File: src/rtl/i2s_tx.sv
// Purpose: standard I2S transmitter; BCLK = clk_in/4, LRCLK = clk_in/256, MSB one BCLK after each LRCLK edge.
// Latency: samples captured on the frame-start edge (cnt=0) are serialised during that same 256-cycle frame.
// Backpressure: none; free-running, inputs sampled once per frame. Optional mute input under `I2S_TX_MUTE_EN`.
`timescale 1ns/1ps
module i2s_tx #(
   parameter int WIDTH = 16
) (
   input  logic             clk_in,
   input  logic             rst_in,
   input  logic [WIDTH-1:0] sample_l,
   input  logic [WIDTH-1:0] sample_r,
`ifdef I2S_TX_MUTE_EN
   input  logic             mute_in,
`endif
   output logic             bclk_out,
   output logic             lrclk_out,
   output logic             sdata_out,
   output logic             frame_strobe_out
);

   // Frame position and its successor; every output is computed from the
   // successor so the registered outputs line up with the loaded count.
   logic [7:0]       cnt;
   logic [7:0]       cnt_nxt;
   logic             frame_start;

   // Per-channel words held for the whole frame.
   logic [WIDTH-1:0] shadow_l;
   logic [WIDTH-1:0] shadow_r;
   logic [WIDTH-1:0] cap_l;
   logic [WIDTH-1:0] cap_r;

   // Serialiser selection for the upcoming count.
   logic [4:0]       slot_nxt;
   logic [WIDTH-1:0] word_nxt;
   logic             sdata_nxt;

   // Next count and frame-start detection (wrap 255 -> 0).
   always_comb begin
      cnt_nxt     = cnt + 8'd1;
      frame_start = (cnt_nxt == 8'd0);
   end

   // Values presented to the shadow registers at the capture edge.
   always_comb begin
`ifdef I2S_TX_MUTE_EN
      cap_l = mute_in ? '0 : sample_l;
      cap_r = mute_in ? '0 : sample_r;
`else
      cap_l = sample_l;
      cap_r = sample_r;
`endif
   end

   // Pick the bit for the next slot: slot s (1..WIDTH) carries word bit WIDTH-s,
   // slot 0 and slots beyond WIDTH are idle low (no sign extension).
   always_comb begin
      slot_nxt  = cnt_nxt[6:2];
      word_nxt  = cnt_nxt[7] ? shadow_r : shadow_l;
      sdata_nxt = 1'b0;
      for (int i = 0; i < WIDTH; i++) begin
         if (slot_nxt == 5'(WIDTH - i)) begin
            sdata_nxt = word_nxt[i];
         end
      end
   end

   // Free-running frame counter; reset parks it at 255 so release starts a frame.
   always_ff @(posedge clk_in) begin
      if (rst_in) begin
         cnt <= 8'hFF;
      end else begin
         cnt <= cnt_nxt;
      end
   end

   // Capture both channels only on the edge that starts a frame.
   always_ff @(posedge clk_in) begin
      if (rst_in) begin
         shadow_l <= '0;
         shadow_r <= '0;
      end else if (frame_start) begin
         shadow_l <= cap_l;
         shadow_r <= cap_r;
      end
   end

   // Registered serial outputs; sdata and lrclk only move when cnt[1:0] wraps to 0.
   always_ff @(posedge clk_in) begin
      if (rst_in) begin
         bclk_out         <= 1'b0;
         lrclk_out        <= 1'b0;
         sdata_out        <= 1'b0;
         frame_strobe_out <= 1'b0;
      end else begin
         bclk_out         <= cnt_nxt[1];
         lrclk_out        <= cnt_nxt[7];
         sdata_out        <= sdata_nxt;
         frame_strobe_out <= frame_start;
      end
   end

endmodule

File: config.mk
export PLATFORM = sky130hd
export DESIGN_NAME = i2s_tx
export DESIGN_NICKNAME = d
export VERILOG_FILES = /design/src/rtl/i2s_tx.sv
export SDC_FILE = /design/constraint.sdc
export NUM_CORES = 1
export LEC_CHECK = 0
export CAP_MARGIN = 20
export CORE_UTILIZATION = 25
export CTS_CLUSTER_DIAMETER = 80
export DETAILED_ROUTE_END_ITERATION = 10
export HOLD_SLACK_MARGIN = 0.1
export PLACE_DENSITY_LB_ADDON = 0.05
export SYNTH_ARGS = -nofsm -noshare
export SYNTH_HDL_FRONTEND = slang
export SYNTH_SLANG_ARGS = --single-unit
File: constraint.sdc
create_clock -name clk_in -period 3.61 [get_ports clk_in]
set_clock_uncertainty 0.2 [all_clocks]
set_input_delay 0.722 -clock clk_in [delete_from_list [all_inputs] [get_ports clk_in]]
set_output_delay 0.722 -clock clk_in [all_outputs]
set_load 0.1 [all_outputs]
==> impl_results.md, run 1 <==
- HPWL Detailed: 5250 um
- Pin count of the biggest net entering global routing: 19
- Hold-fix buffers, CTS: 0
- Library cells used by synthesis: 54
- Yosys warnings: 0
- Total GRT Usage: 15.5%
- CTS root buffer: clkbuf_8
- Seq pwr share: around two fifths
- Final core utilization: 31.7%
- Dpl cells: about 440
- Worst EP required: 3.59 ns
- Crit path cell chain: ha_1, nand3_1, or3_1, and3_1, o21ai_0, o32ai_1, a311oi_1, a21oi_1
- Syn Inst Count: between 300 and 400
- Crit Path Max Fanout: 11
- Slew Limit Fails: 0
- Share of cells above drive strength 1: under 10%
- Synth cell count leaders: nand2_1, dfxtp_1, a21oi_1
- Comb pwr share: 35.6%
- Routed Antenna Nets: 0
- Wirelength, routed: 6970 um
- Top Ports: 38
- Avg Cell Area, Syn: 7.71 um2
- Die Y: ~100 um
- Synth Flop Type: dfxtp_1
- Final-stage net count: 376
- Number of global-route vias before repair: 2194
- N_diodes: 0
- Max-cap violations: 0
- RSZ-0062 raised after global routing: false
- Top-count cell post-synth: nand2_1
- Share of the synthesized area in the top cell type: 37.4%
- Crit path kind: reg2reg
- TritonCTS clock tree: done
- Max incr delay on CP: around 0.52 ns
- Fill cell count: 1019
- VDD IR-drop max: approximately 0.14 mV
- Rel. slew slack: 35.4%
- Core Footprint: 9200 um2
- Crit path DAT: around 2.8 ns
- Clock-pin slew on the worst setup and hold paths: roughly 0.09 ns
- Worst Max-Slew Pin Slew: 0.966 ns
- Hold Crit Class: reg2reg
- Setup TNS: 0 ns
- Rows: 35
- Biggest area consumer among synthesized cells: dfxtp_1
- First-pass GRT wire length: 11900 um
- Final Non-Filler Cells: 451
- Wirelength per Cell: 15.5 um
- CTS max path bufs: 2
- Placed instance area: 2830 um2
- Post-synthesis sequential area ratio: a little under two fifths
- Area growth, synth to finish: 23.8%
- Pleak: 1.03 nW
- Sw frac: between 30% and 40%
- #FFs+latches synth: 44
- Via count: 2222
- Syn Nets: 341
- Full die area: 9800 um2
- CP Capture Type: flop
- Starting Density: 25.6%
- Fin crit period: 2.85 ns
- Clock power frac: 23.2%
- Die X: 99 um
- Top post-synthesis cells by area: dfxtp_1, nand2_1, a21oi_1
- Sw Pwr: 498 uW
- Slowest cell on crit path: dfxtp_1
- Post-route cell area: 2910 um2
- DRT iter0 DRCs: 179
- Clock latency on the worst-skew pair: ~0.3 ns
- Fin crit share: 78.8%
- Port Buffers: 37
- # resized after CTS: 0
- Total setup buffers inserted after CTS: 0
- Remaining DRCs: 0
- Outcome: finished clean
- Internal power: 822 uW
- GRT Residual Overflow: 0
- Final Hold Vio Count: 0
- Inserted Clock Buffers: 5
- Post-Syn Area: 2350 um2
- Global placement routability congestion: 0.825
- Post-synth EDFFs: 0
- Initial antenna violation count: 0
- Final Setup Violations: 0
- Htree depth: 2
- Fraction of registers with async set/reset: 0%
- 1st-pass router iterations: 4
- Crit path launch type: flop
- Vias/cell: ~4.9
- Overall power: 1.32 mW
- FMAX: 351 MHz
- # clock sinks: 44
- Power per standard cell area: 453 nW/um2
## metrics by stage
| stage | setup WS [ns] | hold slack, ns |
|---|---|---|
| CTS | 0.758 | 0.259 |
| global route | 0.410 | 0.277 |
| finish | 0.764 | 0.253 |
| detailed placement | 0.786 | 0.246 |
| global placement | 0.789 | 0.239 |
| floorplan | 1.11 | 0.226 |
## power groups by stage
| stage | Combinational, mW | Clock [mW] | Sequential, mW |
|---|---|---|---|
| 2_1_floorplan | 0.298 | 0 | 0.589 |
| 3_3_place_gp | 0.480 | 0 | 0.558 |
| 3_5_place_dp | 0.469 | 0 | 0.555 |
| 4_1_cts | 0.471 | 0.326 | 0.544 |
| 5_1_grt | 0.514 | 0.342 | 0.548 |
| 6_report | 0.470 | 0.306 | 0.544 |
## placed cells by master, fill, tap and decap left out, drive strengths merged, types with 4 or more instances in the layout
master          n
a21boi          4
a21oi          39
and2            4
and3            4
buf            14
clkbuf          5
clkdlybuf4s50  35
dfxtp          44
inv             6
mux2i          10
nand2          82
nand2b          7
nand3          11
nand4           4
nor2            7
o21ai           8
o32ai           5
or2             4
or3             4
## cell families (layout without fill, tap and decap cells)
group	after synthesis	in the layout	share of synthesized area, %
and+or+nand+nor	136	136	26.6
AOI/OAI and AO/OA	82	82	22.3
DFF	44	44	37.4
buffers and inverters	27	62	5.90
muxes	12	12	5.85
adders and majority gates	2	2	1.06
xor gates and xnor gates	2	2	0.745
## worst max-delay path, delay by kind of cell, from the launching register on
| family | cells | cell delay, ns |
|---|---|---|
| AOI/OAI and AO/OA | 4 | 0.68 |
| adders and majority gates | 1 | 0.39 |
| and+or+nand+nor | 3 | 0.94 |
| DFF | 1 | 0.52 |
## cell type report
| class | instances | area, um2 | area share, % |
|---|---|---|---|
| Clock inverter | 2 | 12.5 | 0.430 |
| Sequential cell | 44 | 881 | 30.3 |
| Timing Repair Buffer | 49 | 455 | 15.6 |
| Inverter | 6 | 22.5 | 0.774 |
| Multi-Input combinational cell | 234 | 1330 | 45.8 |
| Clock buffer | 5 | 68.8 | 2.36 |
| Tap cell | 111 | 139 | 4.77 |
## per-layer routing
| layer | vias to the layer above | wire length [um] | GRT usage (%) |
|---|---|---|---|
| met1 | 1014 | 3570 | 22.5 |
| met4 | 0 | 154 | 5.86 |
| met3 | 12 | 247 | 2.70 |
| met5 | - | 0 | 0 |
| li1 | 1141 | - | - |
| met2 | 55 | 3000 | 22.8 |
## final timing paths
path | from | endpoint | slack, ns | cells past startpoint
max reg2reg | cnt[0] | sdata_out | 0.76 | 8
min reg2reg | shadow_r[12] | shadow_r[12] | 0.25 | 2
min | shadow_r[12] | shadow_r[12] | 0.25 | 2
max | cnt[0] | sdata_out | 0.76 | 8
## sequential cells by signal, summed over array words and instances (netlist names)
| signal | flops |
|---|---|
| shadow_l | 16 |
| frame_strobe_out | 1 |
| shadow_r | 16 |
| sdata_out | 1 |
| cnt | 8 |
| bclk_out | 1 |
| lrclk_out | 1 |
No activity file was read; power rests on OpenSTA's default activity.
==> run 2, diff against run 1 <==
- clock period: 3.61 -> 2.87 ns (I/O delays scaled with it)
==> impl_results.md, run 2 (synthesized netlist as in run 1, its figures left out) <==
- Post-route cell area: 3020 um2 (was 2910 um2)
- Comb pwr share: 35.8% (was 35.6%)
- Max-cap violations: 0 (unchanged)
- TritonCTS clock tree: done (unchanged)
- Final Hold Vio Count: 0 (unchanged)
- Final Setup Violations: 0 (unchanged)
- Die Y: 99 um (unchanged)
- GRT Residual Overflow: 0 (unchanged)
- Remaining DRCs: 0 (unchanged)
- Power per standard cell area: 604 nW/um2 (was 453 nW/um2)
- RSZ-0062 raised after global routing: false (unchanged)
- 1st-pass router iterations: 4 (unchanged)
- Critical R2R Launch: cnt[1] (was cnt[0])
- Rows: 35 (unchanged)
- Core Footprint: 9200 um2 (unchanged)
- Crit path launch type: flop (unchanged)
- CP top delay family: simple AND/OR/NAND/NOR gates (unchanged)
- Area growth, synth to finish: 28.2% (was 23.8%)
- Total GRT Usage: 15.9% (was 15.5%)
- Hold Crit Start: shadow_l[0] (was shadow_r[12])
- VDD IR-drop max: 0.193 mV (was 0.142 mV)
- WHS Path Cells: 2 (unchanged)
- Max incr delay on CP: 0.38 ns (was 0.52 ns)
- FF/Latch Area: 881 um2 (unchanged)
- Fin crit period: 2.57 ns (was 2.85 ns)
- Port Buffers: 37 (unchanged)
- Hold Crit Class: reg2reg (unchanged)
- N_diodes: 0 (unchanged)
- CP Capture Type: flop (unchanged)
- Routed Antenna Nets: 0 (unchanged)
- Worst Max-Slew Pin Slew: 0.448 ns (was 0.966 ns)
- First-pass GRT wire length: 12100 um (was 11900 um)
- R2R Setup Slk: 0.30 ns (was 0.76 ns)
- Seq pwr share: 36.4% (was 41.2%)
- DRT iter0 DRCs: 138 (was 179)
- Outcome: finished clean (unchanged)
- FMAX: 388 MHz (was 351 MHz)
- Crit path kind: reg2reg (unchanged)
- CTS root buffer: clkbuf_8 (unchanged)
- Total setup buffers inserted after CTS: 0 (unchanged)
- Htree depth: 2 (unchanged)
- RR Endpoint: sdata_out (unchanged)
- Most frequent cells in the layout: nand2_1, dfxtp_1, a21oi_1 (unchanged)
- Pin count of the biggest net entering global routing: 33 (was 19)
- Final Non-Filler Cells: 460 (was 451)
- Number of global-route vias before repair: 2303 (was 2194)
- Commonest non-fill, non-tap cell in the layout: nand2_1 (unchanged)
- Via count: 2261 (was 2222)
- CTS max path bufs: 2 (unchanged)
- Endpoint, Worst Hold: shadow_l[0] (was shadow_r[12])
- Fill cell count: 1009 (was 1019)
- Pleak: 1.09 nW (was 1.03 nW)
- Starting Density: 25.6% (unchanged)
- Full die area: 9800 um2 (unchanged)
- Share of cells above drive strength 1: 12.9% (was 9.71%)
- Placed instance area: 2900 um2 (was 2830 um2)
- Worst EP required: 2.87 ns (was 3.59 ns)
- Die X: 99 um (unchanged)
- Clock latency on the worst-skew pair: 0.31 ns (was 0.30 ns)
- Sw Pwr: 660 uW (was 498 uW)
- Final-stage net count: 384 (was 376)
- Rel. slew slack: 70.1% (was 35.4%)
- Internal power: 1.16 mW (was 822 uW)
- Hold WS: 0.255 ns (was 0.253 ns)
- Fin crit share: 89.7% (was 78.8%)
- Global placement routability congestion: 0.803 (was 0.825)
- Clock-pin slew on the worst setup and hold paths: 0.09 ns (about the same)
- Hold-fix buffers, CTS: 0 (unchanged)
- Crit path DAT: 2.57 ns (was 2.83 ns)
- Crit path cell chain: nand4_1, buf_4, or3_4, and2_4, mux2_4, a41o_1, o31ai_1, a21oi_1 (was ha_1, nand3_1, or3_1, and3_1, o21ai_0, o32ai_1, a311oi_1, a21oi_1)
- Setup TNS: 0 ns (unchanged)
- Initial antenna violation count: 0 (unchanged)
- Final core utilization: 32.8% (was 31.7%)
- Crit Path Max Fanout: 14 (was 11)
- Worst Reg2Reg Path Length in Cells: 8 (unchanged)
- Slew Limit Fails: 0 (unchanged)
- Wirelength, routed: 7250 um (was 6970 um)
- HPWL Detailed: 5430 um (was 5250 um)
- Dpl cells: 452 (was 444)
- Sw frac: 36.2% (was 37.7%)
- # clock sinks: 44 (unchanged)
- Top Ports: 38 (unchanged)
- Vias/cell: 4.92 (was 4.93)
- Area of the multi-input gates: 1340 um2 (was 1330 um2)
- Top flop regs: shadow_l x16, shadow_r x16, cnt x8 (unchanged)
- Inserted Clock Buffers: 5 (unchanged)
- Wirelength per Cell: 15.8 um (was 15.5 um)
- # resized after CTS: 0 (unchanged)
- Buffers & Inverters on Critical Path: 1 (was 0)
- Slowest cell on crit path: dfxtp_1 (unchanged)
- Clock power frac: 27.7% (was 23.2%)
-- run 2: through the flow --
step                worst slack, ns  power, mW
floorplan                     0.372       1.12
global placement              0.256       1.34
detailed placement            0.242       1.33
CTS                           0.215       1.84
global route                 0.0648       1.94
finish                        0.296       1.82
-- run 2: power by group through the flow --
stage | clock (mW) | combinational, mW | sequential, mW
3_3_place_gp | 0 | 0.664 | 0.680
3_5_place_dp | 0 | 0.649 | 0.679
5_1_grt | 0.552 | 0.718 | 0.668
2_1_floorplan | 0 | 0.374 | 0.741
6_report | 0.506 | 0.654 | 0.664
4_1_cts | 0.526 | 0.652 | 0.665
-- run 2: layout make-up --
cell class	instances	share of cell area, %
Inverter	6	0.747
Clock buffer	5	2.28
Timing Repair Buffer	57	17.3
Tap cell	111	4.60
Clock inverter	3	1.58
Multi-Input combinational cell	234	44.3
Sequential cell	44	29.2
-- run 2: how the worst max path moves through the flow --
stage	start	endpoint	slack, ns	depth (start not counted)
after floorplan	cnt[0]	sdata_out	0.37	8
after global placement	cnt[1]	sdata_out	0.26	8
after detailed placement	cnt[1]	sdata_out	0.24	8
after CTS	cnt[1]	sdata_out	0.22	8
after global routing	cnt[1]	shadow_l[13]	0.06	8
final	cnt[1]	sdata_out	0.30	8
-- run 2: per-layer routing --
metal | global-route usage [%] | vias up | share of wire [%]
li1 | - | 1165 | -
met4 | 6.54 | 0 | 2.1
met1 | 22.1 | 1038 | 51
met5 | 0 | - | 0
met2 | 23.6 | 44 | 43
met3 | 3.40 | 14 | 3.3
-- run 2: worst register-to-register path, delay by kind of cell, from the launching register on --
| family | cells | cell delay, ns |
|---|---|---|
| multiplexers | 1 | 0.33 |
| AO/OA/AOI/OAI | 3 | 0.54 |
| buffers and inverters | 1 | 0.21 |
| flip-flops | 1 | 0.38 |
| AND/OR/NAND/NOR | 3 | 0.79 |
==> run 3, diff against run 2 <==
- CTS_BUF_LIST: default -> sky130_fd_sc_hd__clkbuf_16
==> impl_results.md, run 3 (synthesized netlist as in run 1, its figures left out) <==
- Wirelength, routed: 7220 um (was 7250 um)
- Most frequent cells in the layout: nand2_1, dfxtp_1, a21oi_1 (unchanged)
- Hold-fix buffers, CTS: 0 (unchanged)
- Critical R2R Launch: cnt[1] (unchanged)
- Port Buffers: 37 (unchanged)
- Endpoint, Worst Hold: shadow_r[0] (was shadow_l[0])
- # clock sinks: 44 (unchanged)
- RR Endpoint: sdata_out (unchanged)
- Overall power: 1.98 mW (was 1.82 mW)
- Gr busiest metal: met2 (unchanged)
- CP Capture Type: flop (unchanged)
- Worst Reg2Reg Path Length in Cells: 8 (unchanged)
- Clock-pin slew on the worst setup and hold paths: 0.07 ns (was 0.09 ns)
- Hold Crit Class: reg2reg (unchanged)
- Number of global-route vias before repair: 2280 (was 2303)
- Vias/cell: 4.94 (was 4.92)
- Met2 usage: 23.7% (was 23.6%)
- VDD IR-drop max: 0.224 mV (was 0.193 mV)
- DRT iter0 DRCs: 126 (was 138)
- Fin crit period: 2.57 ns (about the same)
- Initial antenna violation count: 0 (unchanged)
- Final Setup Violations: 0 (unchanged)
- Final-stage net count: 384 (unchanged)
- Crit path cell chain: nand4_1, buf_4, or3_4, and2_4, mux2_4, a41o_1, o31ai_1, a21oi_1 (unchanged)
- Pin count of the biggest net entering global routing: 33 (unchanged)
- Clock latency on the worst-skew pair: 0.29 ns (was 0.31 ns)
- Worst EP required: 2.84 ns (was 2.87 ns)
- RSZ-0062 raised after global routing: false (unchanged)
- Final Hold Vio Count: 0 (unchanged)
- R2R Setup Slk: 0.30 ns (about the same)
- CTS root buffer: clkbuf_16 (was clkbuf_8)
- Commonest non-fill, non-tap cell in the layout: nand2_1 (unchanged)
- Routed Antenna Nets: 0 (unchanged)
- Core Footprint: 9200 um2 (unchanged)
- Starting Density: 25.6% (unchanged)
- First-pass GRT wire length: 12100 um (about the same)
- N_diodes: 0 (unchanged)
- Die Y: 99 um (unchanged)
- Top Ports: 38 (unchanged)
- Slowest cell on crit path: or3_4 (was dfxtp_1)
- Crit path launch type: flop (unchanged)
- Outcome: finished clean (unchanged)
- 1st-pass router iterations: 4 (unchanged)
- Worst Max-Slew Pin Slew: 0.448 ns (about the same)
- Crit Path Max Fanout: 14 (unchanged)
- Crit path kind: reg2reg (unchanged)
- Share of cells above drive strength 1: 12.9% (unchanged)
- Remaining DRCs: 0 (unchanged)
- CTS max path bufs: 2 (unchanged)
- Hold Crit Start: shadow_r[0] (was shadow_l[0])
- Crit path DAT: 2.54 ns (was 2.57 ns)
- Max incr delay on CP: 0.38 ns (about the same)
- Fin crit share: 89.7% (about the same)
- Total GRT Usage: 15.9% (about the same)
- Rows: 35 (unchanged)
- Hold WS: 0.251 ns (was 0.255 ns)
- Met3 Usage GRT: 3.19% (was 3.40%)
- Rel. slew slack: 70.1% (about the same)
- FMAX: 389 MHz (was 388 MHz)
- Area growth, synth to finish: 30.6% (was 28.2%)
- Htree depth: 2 (unchanged)
- HPWL Detailed: 5430 um (unchanged)
- Post-route cell area: 3070 um2 (was 3020 um2)
- Max-cap violations: 0 (unchanged)
- Global placement routability congestion: 0.803 (unchanged)
- Fill cell count: 1001 (was 1009)
- Wirelength per Cell: 15.7 um (was 15.8 um)
- Full die area: 9800 um2 (unchanged)
- Top flop regs: shadow_l x16, shadow_r x16, cnt x8 (unchanged)
- Placed instance area: 2900 um2 (unchanged)
- GRT Residual Overflow: 0 (unchanged)
- Via count: 2272 (was 2261)
- Slew Limit Fails: 0 (unchanged)
- GR Util met1: 22.5% (was 22.1%)
- Power per standard cell area: 646 nW/um2 (was 604 nW/um2)
- Die X: 99 um (unchanged)
- Pleak: 1.12 nW (was 1.09 nW)
- TritonCTS clock tree: done (unchanged)
- WHS Path Cells: 2 (unchanged)
- Setup TNS: 0 ns (unchanged)
- Inserted Clock Buffers: 5 (unchanged)
==> run 3: cell counts in the layout (fill, tap and decap cells not counted) <==
No cell type changed its count.
==> run 3: worst max-delay path: cells and delay by family, from the launching register on <==
kind            cells  cell delay (ns)
simple gates        3             0.79
buf+inv             1             0.21
flops               1             0.37
mux                 1             0.32
compound gates      3             0.54
==> run 3: worst max-delay path by stage <==
| stage | startpoint | slack [ns] | depth (start not counted) | endpoint |
|---|---|---|---|---|
| finish | cnt[1] | 0.30 | 8 | sdata_out |
| global route | cnt[1] | 0.07 | 8 | shadow_l[13] |
| CTS | cnt[1] | 0.22 | 8 | sdata_out |
| detailed placement | cnt[1] | 0.24 | 8 | sdata_out |
| global placement | cnt[1] | 0.26 | 8 | sdata_out |
| floorplan | cnt[0] | 0.37 | 8 | sdata_out |
==> run 3: metrics by stage <==
stage / setup slack (ns) / utilization (%) / instances
floorplan: 0.372 / - / 305
global placement: 0.256 / 31.5 / 452
detailed placement: 0.242 / 31.5 / 452
CTS: 0.219 / 33.4 / 460
global route: 0.0679 / 33.4 / 460
finish: 0.296 / 33.4 / 460
==> run 3: where the power goes <==
part	leakage, nW	switching [mW]	internal [mW]
registers	0.357	0.0226	0.642
logic	0.679	0.393	0.260
clock network	0.0840	0.253	0.414
==> run 3: cell type report <==
| cell class | count | area, um2 | share of cell area (%) |
|---|---|---|---|
| clock inverters | 3 | 47.5 | 1.55 |
| repair buffers | 57 | 523 | 17.0 |
| inverters | 6 | 22.5 | 0.733 |
| flip-flops and latches | 44 | 881 | 28.7 |
| clock buffers | 5 | 125 | 4.07 |
| multi-input cells | 234 | 1340 | 43.4 |
| well taps | 111 | 139 | 4.52 |
==> run 3: per-layer routing <==
metal,wire (um),vias up
li1,-,1168
met1,3750,1053
met2,3110,39
met3,203,12
met4,153,0
met5,0,-
==> run 3: repair_timing <==
action                                  4_1_cts  5_1_grt
endpoints found under the setup margin        0       33
gates resized for setup                       0        2
setup buffers                                 0        0
